[config.mk]
export PLATFORM = sky130hd
export DESIGN_NAME = micro_op_sequencer
export DESIGN_NICKNAME = d
export VERILOG_FILES = /design/src/rtl/micro_op_sequencer.sv
export SDC_FILE = /design/constraint.sdc
export NUM_CORES = 1
export LEC_CHECK = 0
export ABC_AREA = 1
export CORE_AREA = 2 2 105 107
export DETAILED_ROUTE_END_ITERATION = 7
export DIE_AREA = 0 0 107 109
export PLACE_DENSITY = 0.78
export SLEW_MARGIN = 10
export SYNTH_ARGS = -nofsm -noshare
export SYNTH_HDL_FRONTEND = slang
export SYNTH_SLANG_ARGS = --single-unit
[constraint.sdc]
create_clock -name clk -period 1.63 [get_ports clk]
set_input_delay 0.163 -clock clk [delete_from_list [all_inputs] [get_ports clk]]
set_output_delay 0.163 -clock clk [all_outputs]
set_load 0.01 [all_outputs]
[src/rtl/micro_op_sequencer.sv]
// PDP-8 operate-group (opcode 7) executor: a fixed-latency IDLE->T1..T4->DONE sequencer
// that applies the microinstruction events in architectural order and owns the MQ register.
module micro_op_sequencer #(
   parameter int unsigned WORD_WIDTH = 12
) (
   input  logic                  clk,
   input  logic                  rst_n,
   input  logic                  start_i,
   input  logic [11:0]           i_reg_i,
   input  logic [WORD_WIDTH-1:0] ac_i,
   input  logic                  l_i,
   input  logic [WORD_WIDTH-1:0] sr_i,
   output logic                  busy_o,
   output logic                  done_o,
   output logic [WORD_WIDTH-1:0] ac_o,
   output logic                  l_o,
   output logic [WORD_WIDTH-1:0] mq_o,
   output logic                  skip_o,
   output logic                  halt_o,
   output logic                  illegal_o,
   output logic                  micro_g1_o,
   output logic                  micro_g2_o,
   output logic                  micro_g3_o
);

   localparam int unsigned HALF = WORD_WIDTH / 2;

   localparam logic [2:0] StIdle = 3'd0;
   localparam logic [2:0] StT1   = 3'd1;
   localparam logic [2:0] StT2   = 3'd2;
   localparam logic [2:0] StT3   = 3'd3;
   localparam logic [2:0] StT4   = 3'd4;
   localparam logic [2:0] StDone = 3'd5;

   logic [2:0]            state_q, state_d;
   logic [11:0]           ir_q, ir_d;
   logic [WORD_WIDTH-1:0] ac_q, ac_d;
   logic                  l_q, l_d;
   logic [WORD_WIDTH-1:0] mq_q, mq_d;
   logic                  skip_q, skip_d;
   logic                  halt_q, halt_d;

   logic [WORD_WIDTH-1:0] ac_out_q;
   logic                  l_out_q, skip_out_q;
   logic                  g1_q, g2_q, g3_q;

   // PDP-8 numbering: ib[0] is the instruction MSB.
   logic [0:11] ib;
   logic        is_op7, is_g1, is_g2, is_g3, cond;
   logic [WORD_WIDTH:0] link_ac, rot_r1, rot_r2, rot_l1, rot_l2, inc;

   assign ib     = ir_q;
   assign is_op7 = (ir_q[11:9] == 3'b111);
   assign is_g1  = is_op7 & ~ib[3];
   assign is_g2  = is_op7 & ib[3] & ~ib[11];
   assign is_g3  = is_op7 & ib[3] & ib[11];
   assign cond   = (ib[5] & ac_q[WORD_WIDTH-1]) | (ib[6] & (ac_q == '0)) | (ib[7] & l_q);

   assign link_ac = {l_q, ac_q};
   assign rot_r1  = {link_ac[0], link_ac[WORD_WIDTH:1]};
   assign rot_r2  = {rot_r1[0], rot_r1[WORD_WIDTH:1]};
   assign rot_l1  = {link_ac[WORD_WIDTH-1:0], link_ac[WORD_WIDTH]};
   assign rot_l2  = {rot_l1[WORD_WIDTH-1:0], rot_l1[WORD_WIDTH]};
   assign inc     = {1'b0, ac_q} + {{WORD_WIDTH{1'b0}}, 1'b1};

   always_comb begin
      state_d = state_q;
      ir_d    = ir_q;
      ac_d    = ac_q;
      l_d     = l_q;
      mq_d    = mq_q;
      skip_d  = skip_q;
      halt_d  = halt_q;
      case (state_q)
         StIdle: begin
            if (start_i) begin
               ir_d    = i_reg_i;
               ac_d    = ac_i;
               l_d     = l_i;
               skip_d  = 1'b0;
               halt_d  = 1'b0;
               state_d = StT1;
            end
         end
         StT1: begin
            if (is_g1) begin
               if (ib[4]) ac_d = '0;
               if (ib[5]) l_d = 1'b0;
            end
            // Skip sense uses the AC before CLA is applied.
            if (is_g2) skip_d = ib[8] ? ~cond : cond;
            if ((is_g2 | is_g3) & ib[4] & is_g3) ac_d = '0;
            state_d = StT2;
         end
         StT2: begin
            if (is_g1) begin
               if (ib[6]) ac_d = ~ac_q;
               if (ib[7]) l_d = ~l_q;
            end
            if (is_g2 & ib[4]) ac_d = '0;
            if (is_g3) begin
               if (ib[5] & ib[7]) begin
                  ac_d = mq_q;
                  mq_d = ac_q;
               end else if (ib[5]) begin
                  ac_d = ac_q | mq_q;
               end else if (ib[7]) begin
                  mq_d = ac_q;
                  ac_d = '0;
               end
            end
            state_d = StT3;
         end
         StT3: begin
            if (is_g1 & ib[11]) begin
               ac_d = inc[WORD_WIDTH-1:0];
               if (inc[WORD_WIDTH]) l_d = ~l_q;
            end
            if (is_g2 & ib[9]) ac_d = ac_q | sr_i;
            state_d = StT4;
         end
         StT4: begin
            if (is_g1) begin
               if (ib[8] & ~ib[9]) begin
                  {l_d, ac_d} = ib[10] ? rot_r2 : rot_r1;
               end else if (ib[9] & ~ib[8]) begin
                  {l_d, ac_d} = ib[10] ? rot_l2 : rot_l1;
               end else if (ib[10] & ~ib[8] & ~ib[9]) begin
                  ac_d = {ac_q[HALF-1:0], ac_q[WORD_WIDTH-1:HALF]};
               end
            end
            if (is_g2) halt_d = ib[10];
            state_d = StDone;
         end
         StDone:  state_d = StIdle;
         default: state_d = StIdle;
      endcase
   end

   always_ff @(posedge clk or negedge rst_n) begin
      if (!rst_n) begin
         state_q <= StIdle;
         ir_q    <= '0;
         ac_q    <= '0;
         l_q     <= 1'b0;
         mq_q    <= '0;
         skip_q  <= 1'b0;
         halt_q  <= 1'b0;
      end else begin
         state_q <= state_d;
         ir_q    <= ir_d;
         ac_q    <= ac_d;
         l_q     <= l_d;
         mq_q    <= mq_d;
         skip_q  <= skip_d;
         halt_q  <= halt_d;
      end
   end

   // Result registers load on the T4->DONE edge so they are valid alongside done.
   always_ff @(posedge clk or negedge rst_n) begin
      if (!rst_n) begin
         ac_out_q   <= '0;
         l_out_q    <= 1'b0;
         skip_out_q <= 1'b0;
         g1_q       <= 1'b0;
         g2_q       <= 1'b0;
         g3_q       <= 1'b0;
      end else if (state_q == StT4) begin
         ac_out_q   <= ac_d;
         l_out_q    <= l_d;
         skip_out_q <= skip_d;
         g1_q       <= is_g1;
         g2_q       <= is_g2;
         g3_q       <= is_g3;
      end
   end

   assign busy_o     = (state_q == StT1) | (state_q == StT2) | (state_q == StT3) |
                       (state_q == StT4);
   assign done_o     = (state_q == StDone);
   assign halt_o     = done_o & halt_q;
   assign illegal_o  = done_o & ~is_op7;
   assign ac_o       = ac_out_q;
   assign l_o        = l_out_q;
   assign mq_o       = mq_q;
   assign skip_o     = skip_out_q;
   assign micro_g1_o = g1_q;
   assign micro_g2_o = g2_q;
   assign micro_g3_o = g3_q;

endmodule

# --- Yosys cells after proc, flatten, opt, wreduce, memory -nomap -nowiden ---
# Cells that the tools add are included.
word_totals:
  regBits: 59
  latchBits: 0
  ramBits: 0
  romBits: 0
  output_inout_bits: 33
  elab_cells: 108
  mem_count: 0
classes:
  addsub: 1
  mul: 0
  div_mod_pow: 0
  magnitude_cmp: 0
  n_eq_ne: 9
  n_shift: 0
  mux: 43
  bitwise: 35
  n_reduce_logical: 7
ops:
  columns: ["op", "count"]
  rows:
  - ["2-to-1 mux 12 bit", 20]
  - ["case mux 12 bit (5 select lines)", 1]
  - ["2-to-1 mux 13 bit", 2]
  - ["bitwise OR 12 bit", 2]
  - ["AND 1 bit", 19]
  - ["2-to-1 mux 1 bit", 15]
  - ["case mux 3 bit (5 select lines)", 1]
  - ["adder 12 x 1 -> 13 bit (second input constant)", 1]
  - ["zero test 12 bit", 1]
  - ["NOT 12 bit", 1]
  - ["== test 3 bit (second input constant)", 3]
  - ["NOT 1 bit", 7]
  - ["== test 3 x 2 -> 1 bit (second input constant)", 2]
  - ["bitwise OR 1 bit", 6]
  - ["case mux 1 bit (5 select lines)", 1]
  - ["inequality test 2 bit (second input constant)", 2]
  - ["case mux 1 bit (2 select lines)", 2]
  - ["AND reduction 4 bit", 1]
  - ["nonzero test 2 bit", 2]
  - ["== test 3 x 1 -> 1 bit (second input constant)", 1]
  - ["zero test 3 bit", 1]
  - ["2-to-1 mux 3 bit", 1]
  - ["AND reduction 3 bit", 1]
  - ["inequality test 2 x 1 -> 1 bit (second input constant)", 1]
  - ["AND reduction 2 bit", 1]

# --- Longest topological paths before layout ---
# Gate-level depths: netlist (run 1).
logic_depth:
  ltp_word: 10
  mapped_depth: 13

# --- Least setup slack after synthesis (run 1) ---
# OpenSTA, ideal clock, no wires.
synth_timing:
  path_kind: "register to register"
  from: "register ir_q[8] (netlist: ib[3])"
  to: "register ac_q[5]"
  setup_ps: 125
  t_arrival_ps: 1371
  path_slack_ps: 133
  path_stages_with_launch: 10
  synth_period_minus_slack_ps: 1497
  path_cell_list: "dfrtp_1 -> inv_2 -> nand4_2 -> buf_2 -> o21ai_0 -> o21ai_0 -> nand2_1 -> nand2_1 -> nor2_1 -> nand3_1"
synth_between:
  elab_chain_cells: 9
synth_lines:
  columns: ["item", "line", "rtl"]
  rows:
  - ["start: declaration", "36", "logic [11:0] ir_q, ir_d;"]
  - ["start signal: assignment", "151", "ir_q <= ir_d;"]
  - ["AND 1 bit / NOT 1 bit (equally long branches)", "55, 56, 54", null]
  - ["AND 1 bit, on equally long branches", "55, 54", null]
  - ["AND 1 bit / 2-to-1 mux 12 bit (equally long branches)", "100, 96", null]
  - ["2-to-1 mux 12 bit", "100", "if (is_g2 & ib[4]) ac_d = '0;"]
  - ["2-to-1 mux 12 bit", "107", "end else if (ib[7]) begin"]
  - ["2-to-1 mux 12 bit", "105", "end else if (ib[5]) begin"]
  - ["2-to-1 mux 12 bit", "102", "if (ib[5] & ib[7]) begin"]
  - ["2-to-1 mux 12 bit", "101", "if (is_g3) begin"]
  - ["case mux 12 bit (5 select lines) (*)", "74", "case (state_q)"]
  - ["net ac_d[5]", "37", "logic [WORD_WIDTH-1:0] ac_q, ac_d;"]
  - ["end signal: assignment", "144", "ac_q <= '0;"]
  - ["end signal: assignment", "152", "ac_q <= ac_d;"]
  - ["end: declaration", "37", null]
# Mark *: on every way through the listed nets, which the timed path passes. The rest lies on a longest branch.
# A chain may end at the register's enable or synchronous reset.

# --- Worst setup path in the final report (run 1) ---
layout_timing:
  from: "register ir_q[11] (netlist: ib[0])"
  to: "register ac_q[1]"
layout_between:
  elab_chain_cells: 10
layout_lines:
  columns: ["item", "line", "rtl"]
  rows:
  - ["== test 3 bit (*)", "53", "assign is_op7 = (ir_q[11:9] == 3'b111);"]
  - ["AND 1 bit", "55, 56", null]
  - ["AND 1 bit", "55", "assign is_g2 = is_op7 & ib[3] & ~ib[11];"]
  - ["AND 1 bit", "100", null]
  - ["2-to-1 mux 12 bit", "100", null]
  - ["2-to-1 mux 12 bit", "107", null]
  - ["2-to-1 mux 12 bit", "105", null]
  - ["2-to-1 mux 12 bit", "102", null]
  - ["2-to-1 mux 12 bit", "101", null]
  - ["case mux 12 bit (5 select lines) (*)", "74", null]
  - ["net ac_d[1]", "37", null]
# Marks and branches as above.

==> key figures, run 1 <==
Global routing
  • Initial antenna violation count: 0
  • Global-route wire length before repair: 29,400 µm
  • GR Overflow Total: 0
  • Vias in the first global route: 5,564
  • Tot GR Track Use: 0.331
  • Largest net degree at the start of global routing: 33

Cells and area
  • Commonest cells after routing, fill and taps aside: 271 x nand2_1, 121 x buf_4, 93 x nand3_1
  • Share of cells above drive strength 1: 0.279
  • Layout area overhead: 56.7%
  • Post-route cell area: around 7200 µm²
  • Final #Nets: slightly below 1,000
  • Antenna diodes: 0
  • Fin util: 0.683
  • Commonest non-fill, non-tap cell in the layout: nand2_1

Pwr
  • Worst ir drop on vdd: 1.19 mV
  • Leak Pwr: 3.54 nW
  • Pwr Total: around 13 mW
  • Power density over the cells: 1740 nW/µm²

CTS
  • Worst skew pair latency: 0.37 ns
  • CTS tree: built
  • H-tree levels: 3
  • Root Buffer: clkbuf_8
  • Clock sink total: 59
  • CTS buffer count: 9
  • Reg clk slew, reported paths: 0.08 ns
  • CTS max path bufs: 2

Floorplanning
  • Width of the die: 107 µm
  • Full die area: 11,700 µm²
  • Initial Util: 0.436
  • Num ports: 73
  • Die Height: 109 µm
  • Core outline area: roughly 11,000 µm²
  • FP Rows: 38

Synth
  • Post-synth top area cell: dfrtp_1
  • Syn nets: 795
  • Synth cell types: 34
  • Seq cells post-synth: approximately 60
  • Post-Syn Area: ~4600 µm²
  • Post-Syn Instances: 752
  • Seq/Total Area, Yosys: 0.319
  • Warnings, synthesis: 0
  • Synth top area cells: dfrtp_1 32%, nand2_1 25%, nand3_1 11%
  • Post-synth top area share: 0.319
  • Syn Area/Cell: 6.15 µm²

Timing
  • Slew Limit Fails: 0
  • Setup Skew: 0.0121 ns
  • RSZ-0062 raised after global routing: yes
  • Worst-Margin Slew: 0.566 ns
  • Final worst path period share: 1.10
  • Setup TNS: -2.36 ns
  • Final Hold Viols: 0
  • Setup WS post-layout: -0.165 ns
  • Relative slew slack: 0.623
  • Crit path time final: around 1.8 ns
  • Fmax: 0.557 GHz
  • Setup violations, final: 28

Critical path
  • CP Capture Type: flop
  • Worst reg2reg endpoint: ac_q[1]
  • Data required, critical path: 1.89 ns
  • R2r setup slk: -0.16 ns
  • Crit path from: ib[0]
  • Reg2reg start: ib[0]
  • Critical Path Fanout Max: 7
  • Crit-path slowest cell: dfrtp_1
  • Worst R2R Path Depth: 12
  • Critical Path End: ac_q[1]
  • Startpoint Class: flop
  • Critical path cell sequence: buf_6 > nand3_4 > nor2_4 > buf_4 > nand2_4 > nor2_4 > buf_12 > nand2_1 > nand3_1 > nand3b_1 > nor2_1 > nor2_1
  • Worst EP arrival: 2.05 ns
  • CP max stage delay: around 0.4 ns
  • Crit Path Category: flop to flop

Route
  • Drt first pass iters: 7
  • Vias: 6,341
  • Total Routed Length: 20,400 µm
  • Initial DRC Count: 956
  • DRC violations left: 0
  • Antenna-violating nets left: 0
  • Drt wl/cell: approximately 19 µm
  • Vias per cell: 5.81

Placed design
  • DP Wirelength: 13,400 µm
  • Placed instance area: 6220 µm²
  • GPL Wtd Cong: 1.08
  • PortBufs: 72

Hold path
  • Hold Crit Class: input port to asynchronous set/reset pin

Outcome
  • Status: finished, violations left
  • Failing checks: negative setup slack

Flow run
  • Max cap viols: 0
kinds of logic after synthesis:
logic type | count (synthesis) | synth area share
fa+ha+maj | 3 | 0.00812
flops | 59 | 0.319
xor+xnor | 12 | 0.0227
compound gates | 82 | 0.0972
buf+inv | 90 | 0.0847
simple gates | 506 | 0.468
cells in the mapped netlist, drive strengths merged:
library cell  number
nor3               8
nand2            307
nand4             17
a22o               1
xor2               7
a21oi             17
o21ai             49
dfrtp             59
buf               37
nand3            101
ha                 3
or2                1
inv               44
a211oi             1
nand3b             2
clkbuf             4
o211ai             4
o22ai              2
a22oi              1
clkinv             5
o21bai             7
xnor2              5
nor2              70
critical path: cells and delay by family (launching register included):
| kind | cells | cell delay [ns] |
|---|---|---|
| flip-flops | 1 | 0.39 |
| AND/OR/NAND/NOR | 9 | 0.87 |
| buffers and inverters | 3 | 0.41 |
how the worst min path moves through the flow:
stage	from	end	slack, ns
after CTS	i_reg_i[9]	ib[2]	0.33
after floorplan	rst_n	ac_o[0]	-0.13
final	rst_n	ib[0]	0.33
after global routing	i_reg_i[7]	ib[4]	0.36
after global placement	rst_n	mq_o[1]	0.17
after detailed placement	rst_n	ib[0]	0.19
final cells by class:
type,count,area (µm²)
fill,797,3360
clock buffer,10,138
timing repair inverter,1,7.51
tap,140,175
clock inverter,6,111
timing repair buffer,224,2050
inverter,49,193
multi-input combinational,603,3090
sequential,59,1480
routing by layer:
layer  wire [µm]  share of wire  track usage
met1        7340           0.36        0.420
met2        8960           0.44        0.525
met3        2340           0.11       0.0658
met4        1730          0.085        0.199
met5           0              0            0
state kept, by name (all words and copies together) (netlist names), 3 cells and up:
| signal | flops |
|---|---|
| ib | 12 |
| mq_o | 12 |
| ac_o | 12 |
| state_q | 3 |
| ac_q | 12 |
per-stage QoR:
| step | setup WS (ns) | instances | hold slack, ns |
|---|---|---|---|
| floorplan | 0.133 | 752 | -0.133 |
| global placement | -0.0219 | 1038 | 0.173 |
| detailed placement | -0.0604 | 1038 | 0.186 |
| CTS | -0.103 | 1077 | 0.331 |
| global route | -0.257 | 1092 | 0.357 |
| finish | -0.165 | 1092 | 0.325 |
timing repair:
action | in CTS | in global routing
buffers inserted | 22 | 13
hold buffers | 1 | 0
hold endpoints to repair | 21 | 0
setup endpoints to repair | 19 | 50
cloned | 1 | 4
pin swaps | 21 | 19
resized for setup | 52 | 100
power by group:
part | internal, mW | switching (mW) | leakage (nW)
Combinational | 3.43 | 4.84 | 2.65
Sequential | 2.01 | 0.592 | 0.764
Clock | 1.06 | 0.703 | 0.123
Total | 6.50 | 6.14 | 3.54
No activity file was read; power rests on OpenSTA's default activity.
==> run 2, diff against run 1 <==
--- a/config.mk
+++ b/config.mk
@@ -9,6 +9,8 @@
 export CORE_AREA = 2 2 105 107
 export DETAILED_ROUTE_END_ITERATION = 7
 export DIE_AREA = 0 0 107 109
+export GPL_ROUTABILITY_DRIVEN = 0
+export MAX_ROUTING_LAYER = met4
 export PLACE_DENSITY = 0.78
 export SLEW_MARGIN = 10
 export SYNTH_ARGS = -nofsm -noshare
==> run 2 against run 1 <==
Effect of this change: the run still ends with negative setup slack left; combinational power decreased by 9.4%; setup slack improved by 0.083 ns; utilization decreased by 4.8 points; global-route usage decreased by 2.6 points; wire length decreased by 14%.
==> key figures, run 2 (synthesis results as in run 1) <==
Route
  • Drt first pass iters: 6
  • Drt wl/cell: approximately 16 µm
  • Initial DRC Count: 661
  • Antenna-violating nets left: 0
  • DRC violations left: 0
  • Vias per cell: ~5.5
  • Vias: 5,860
  • Total Routed Length: 17,500 µm

CTS
  • Reg clk slew, reported paths: ~0.08 ns
  • Worst skew pair latency: 0.36 ns
  • CTS buffer count: 9
  • Clock sink total: 59
  • CTS tree: built
  • H-tree levels: 3
  • CTS max path bufs: 2
  • Root Buffer: clkbuf_8

Critical path
  • Startpoint Class: flop
  • CP max stage delay: 0.38 ns
  • CP Capture Type: flop
  • Critical path cell sequence: buf_6 > nand3_4 > nor2_4 > buf_6 > nand2_4 > nor2_4 > buf_12 > nand2_4 > nand3_2 > nand2_1 > nor2_1 > nand3_1
  • Worst R2R Path Depth: 12
  • Data required, critical path: approximately 1.9 ns
  • Worst reg2reg endpoint: ac_q[2]
  • Reg2reg start: ib[2]
  • Critical Path Fanout Max: 7
  • Cell family with most CP delay: simple AND/OR/NAND/NOR gates
  • R2r setup slk: -0.08 ns
  • Worst EP arrival: 1.95 ns
  • Crit-path slowest cell: dfrtp_1
  • Crit Path Category: flop to flop
  • Crit path buffers/inverters: 3

Cells and area
  • Antenna diodes: 0
  • # fillers: 901
  • Fin util: 0.635
  • Commonest cells after routing, fill and taps aside: 291 x nand2_1, 104 x buf_4, 94 x nand3_1
  • Share of cells above drive strength 1: 0.226
  • Final #Nets: 962
  • Layout area overhead: 45.6%
  • Commonest non-fill, non-tap cell in the layout: nand2_1
  • Post-route cell area: 6730 µm²

Hold path
  • Hold Crit Class: input port to asynchronous set/reset pin

Timing
  • Fmax: 0.584 GHz
  • Setup Skew: 0.0114 ns
  • Setup violations, final: 10
  • Slew Limit Fails: 0
  • Relative slew slack: 0.644
  • RSZ-0062 raised after global routing: yes
  • Crit path time final: about 1.7 ns
  • Final worst path period share: 1.05
  • Setup WS post-layout: -0.0818 ns
  • Final Hold Viols: 0
  • Worst-Margin Slew: 0.534 ns

Outcome
  • Status: finished, violations left
  • Failing checks: negative setup slack

Pwr
  • Leak Pwr: 3.31 nW
  • Worst ir drop on vdd: 1.08 mV
  • Power density over the cells: 1710 nW/µm²

Placed design
  • DP Wirelength: 12,300 µm
  • Placed instance area: 6110 µm²
  • PortBufs: 72

Global routing
  • Tot GR Track Use: 0.305
  • Vias in the first global route: 5,361
  • Initial antenna violation count: 0
  • GR Overflow Total: 0
  • Global-route wire length before repair: ~27,000 µm
  • Largest net degree at the start of global routing: 37

Floorplanning
  • Full die area: 11,700 µm²
  • Num ports: 73
  • Width of the die: 107 µm
  • Initial Util: 0.436
  • Core outline area: 10,600 µm²
  • Die Height: 109 µm
  • FP Rows: 38

Flow run
  • Max cap viols: 0
-- run 2: area by class of cell --
class | instances | area, µm² | share of cell area
Inverter | 49 | 199 | 0.0296
Sequential cell | 59 | 1480 | 0.220
Multi-Input combinational cell | 604 | 2940 | 0.437
Tap cell | 140 | 175 | 0.0260
Timing Repair inverter | 1 | 7.51 | 0.00112
Clock inverter | 5 | 52.6 | 0.00781
Timing Repair Buffer | 195 | 1730 | 0.257
Clock buffer | 11 | 141 | 0.0210
-- run 2: power breakdown --
group / leakage [nW] / switching [mW] / internal [mW] / total [mW]
registers: 0.767 / 0.589 / 2.00 / 2.59
clock network: 0.0991 / 0.666 / 0.741 / 1.41
logic: 2.45 / 4.38 / 3.12 / 7.49
-- run 2: per-stage QoR --
stage | power [mW] | cells | worst slack [ns] | setup TNS, ns | hold slack, ns
2_1_floorplan | 6.36 | 752 | 0.133 | 0 | -0.133
3_3_place_gp | 8.98 | 1024 | -0.0604 | -0.165 | 0.0567
3_5_place_dp | 9.05 | 1024 | -0.0787 | -0.651 | 0.0616
4_1_cts | 10.7 | 1050 | -0.129 | -0.176 | 0.217
5_1_grt | 12.3 | 1064 | -0.169 | -1.92 | 0.210
6_report | 11.5 | 1064 | -0.0818 | -0.326 | 0.217
-- run 2: worst max-delay path by stage --
stage | end | cells past startpoint | slack, ns | startpoint
finish | ac_q[2] | 12 | -0.08 | ib[2]
CTS | busy_o | 5 | -0.13 | state_q[2]
detailed placement | ac_q[4] | 10 | -0.08 | ib[8]
floorplan | ac_q[5] | 9 | 0.13 | ib[3]
global route | ac_q[2] | 12 | -0.17 | ib[2]
global placement | ac_q[0] | 9 | -0.06 | ib[1]
-- run 2: timing repair --
action	CTS	global route
gates cloned	1	1
resized for setup	26	69
pin swaps	7	29
endpoints found under the hold margin	18	0
hold buffers	1	0
setup endpoints to repair	18	51
setup buffers	8	13
-- run 2: per-layer routing --
layer / vias to the layer above / track usage / part of all wire
li1: 2771 / - / -
met1: 2626 / 0.371 / 0.38
met2: 360 / 0.464 / 0.45
met3: 103 / 0.0669 / 0.10
met4: 0 / 0.189 / 0.071
met5: - / - / 0
==> run 3, diff against run 2 <==
--- a/config.mk
+++ b/config.mk
@@ -6,6 +6,7 @@
 export NUM_CORES = 1
 export LEC_CHECK = 0
 export ABC_AREA = 1
+export CAP_MARGIN = 20
 export CORE_AREA = 2 2 105 107
 export DETAILED_ROUTE_END_ITERATION = 7
 export DIE_AREA = 0 0 107 109
==> results of run 3 <==
Final layout, timing and power as in run 2 (identical DEF).
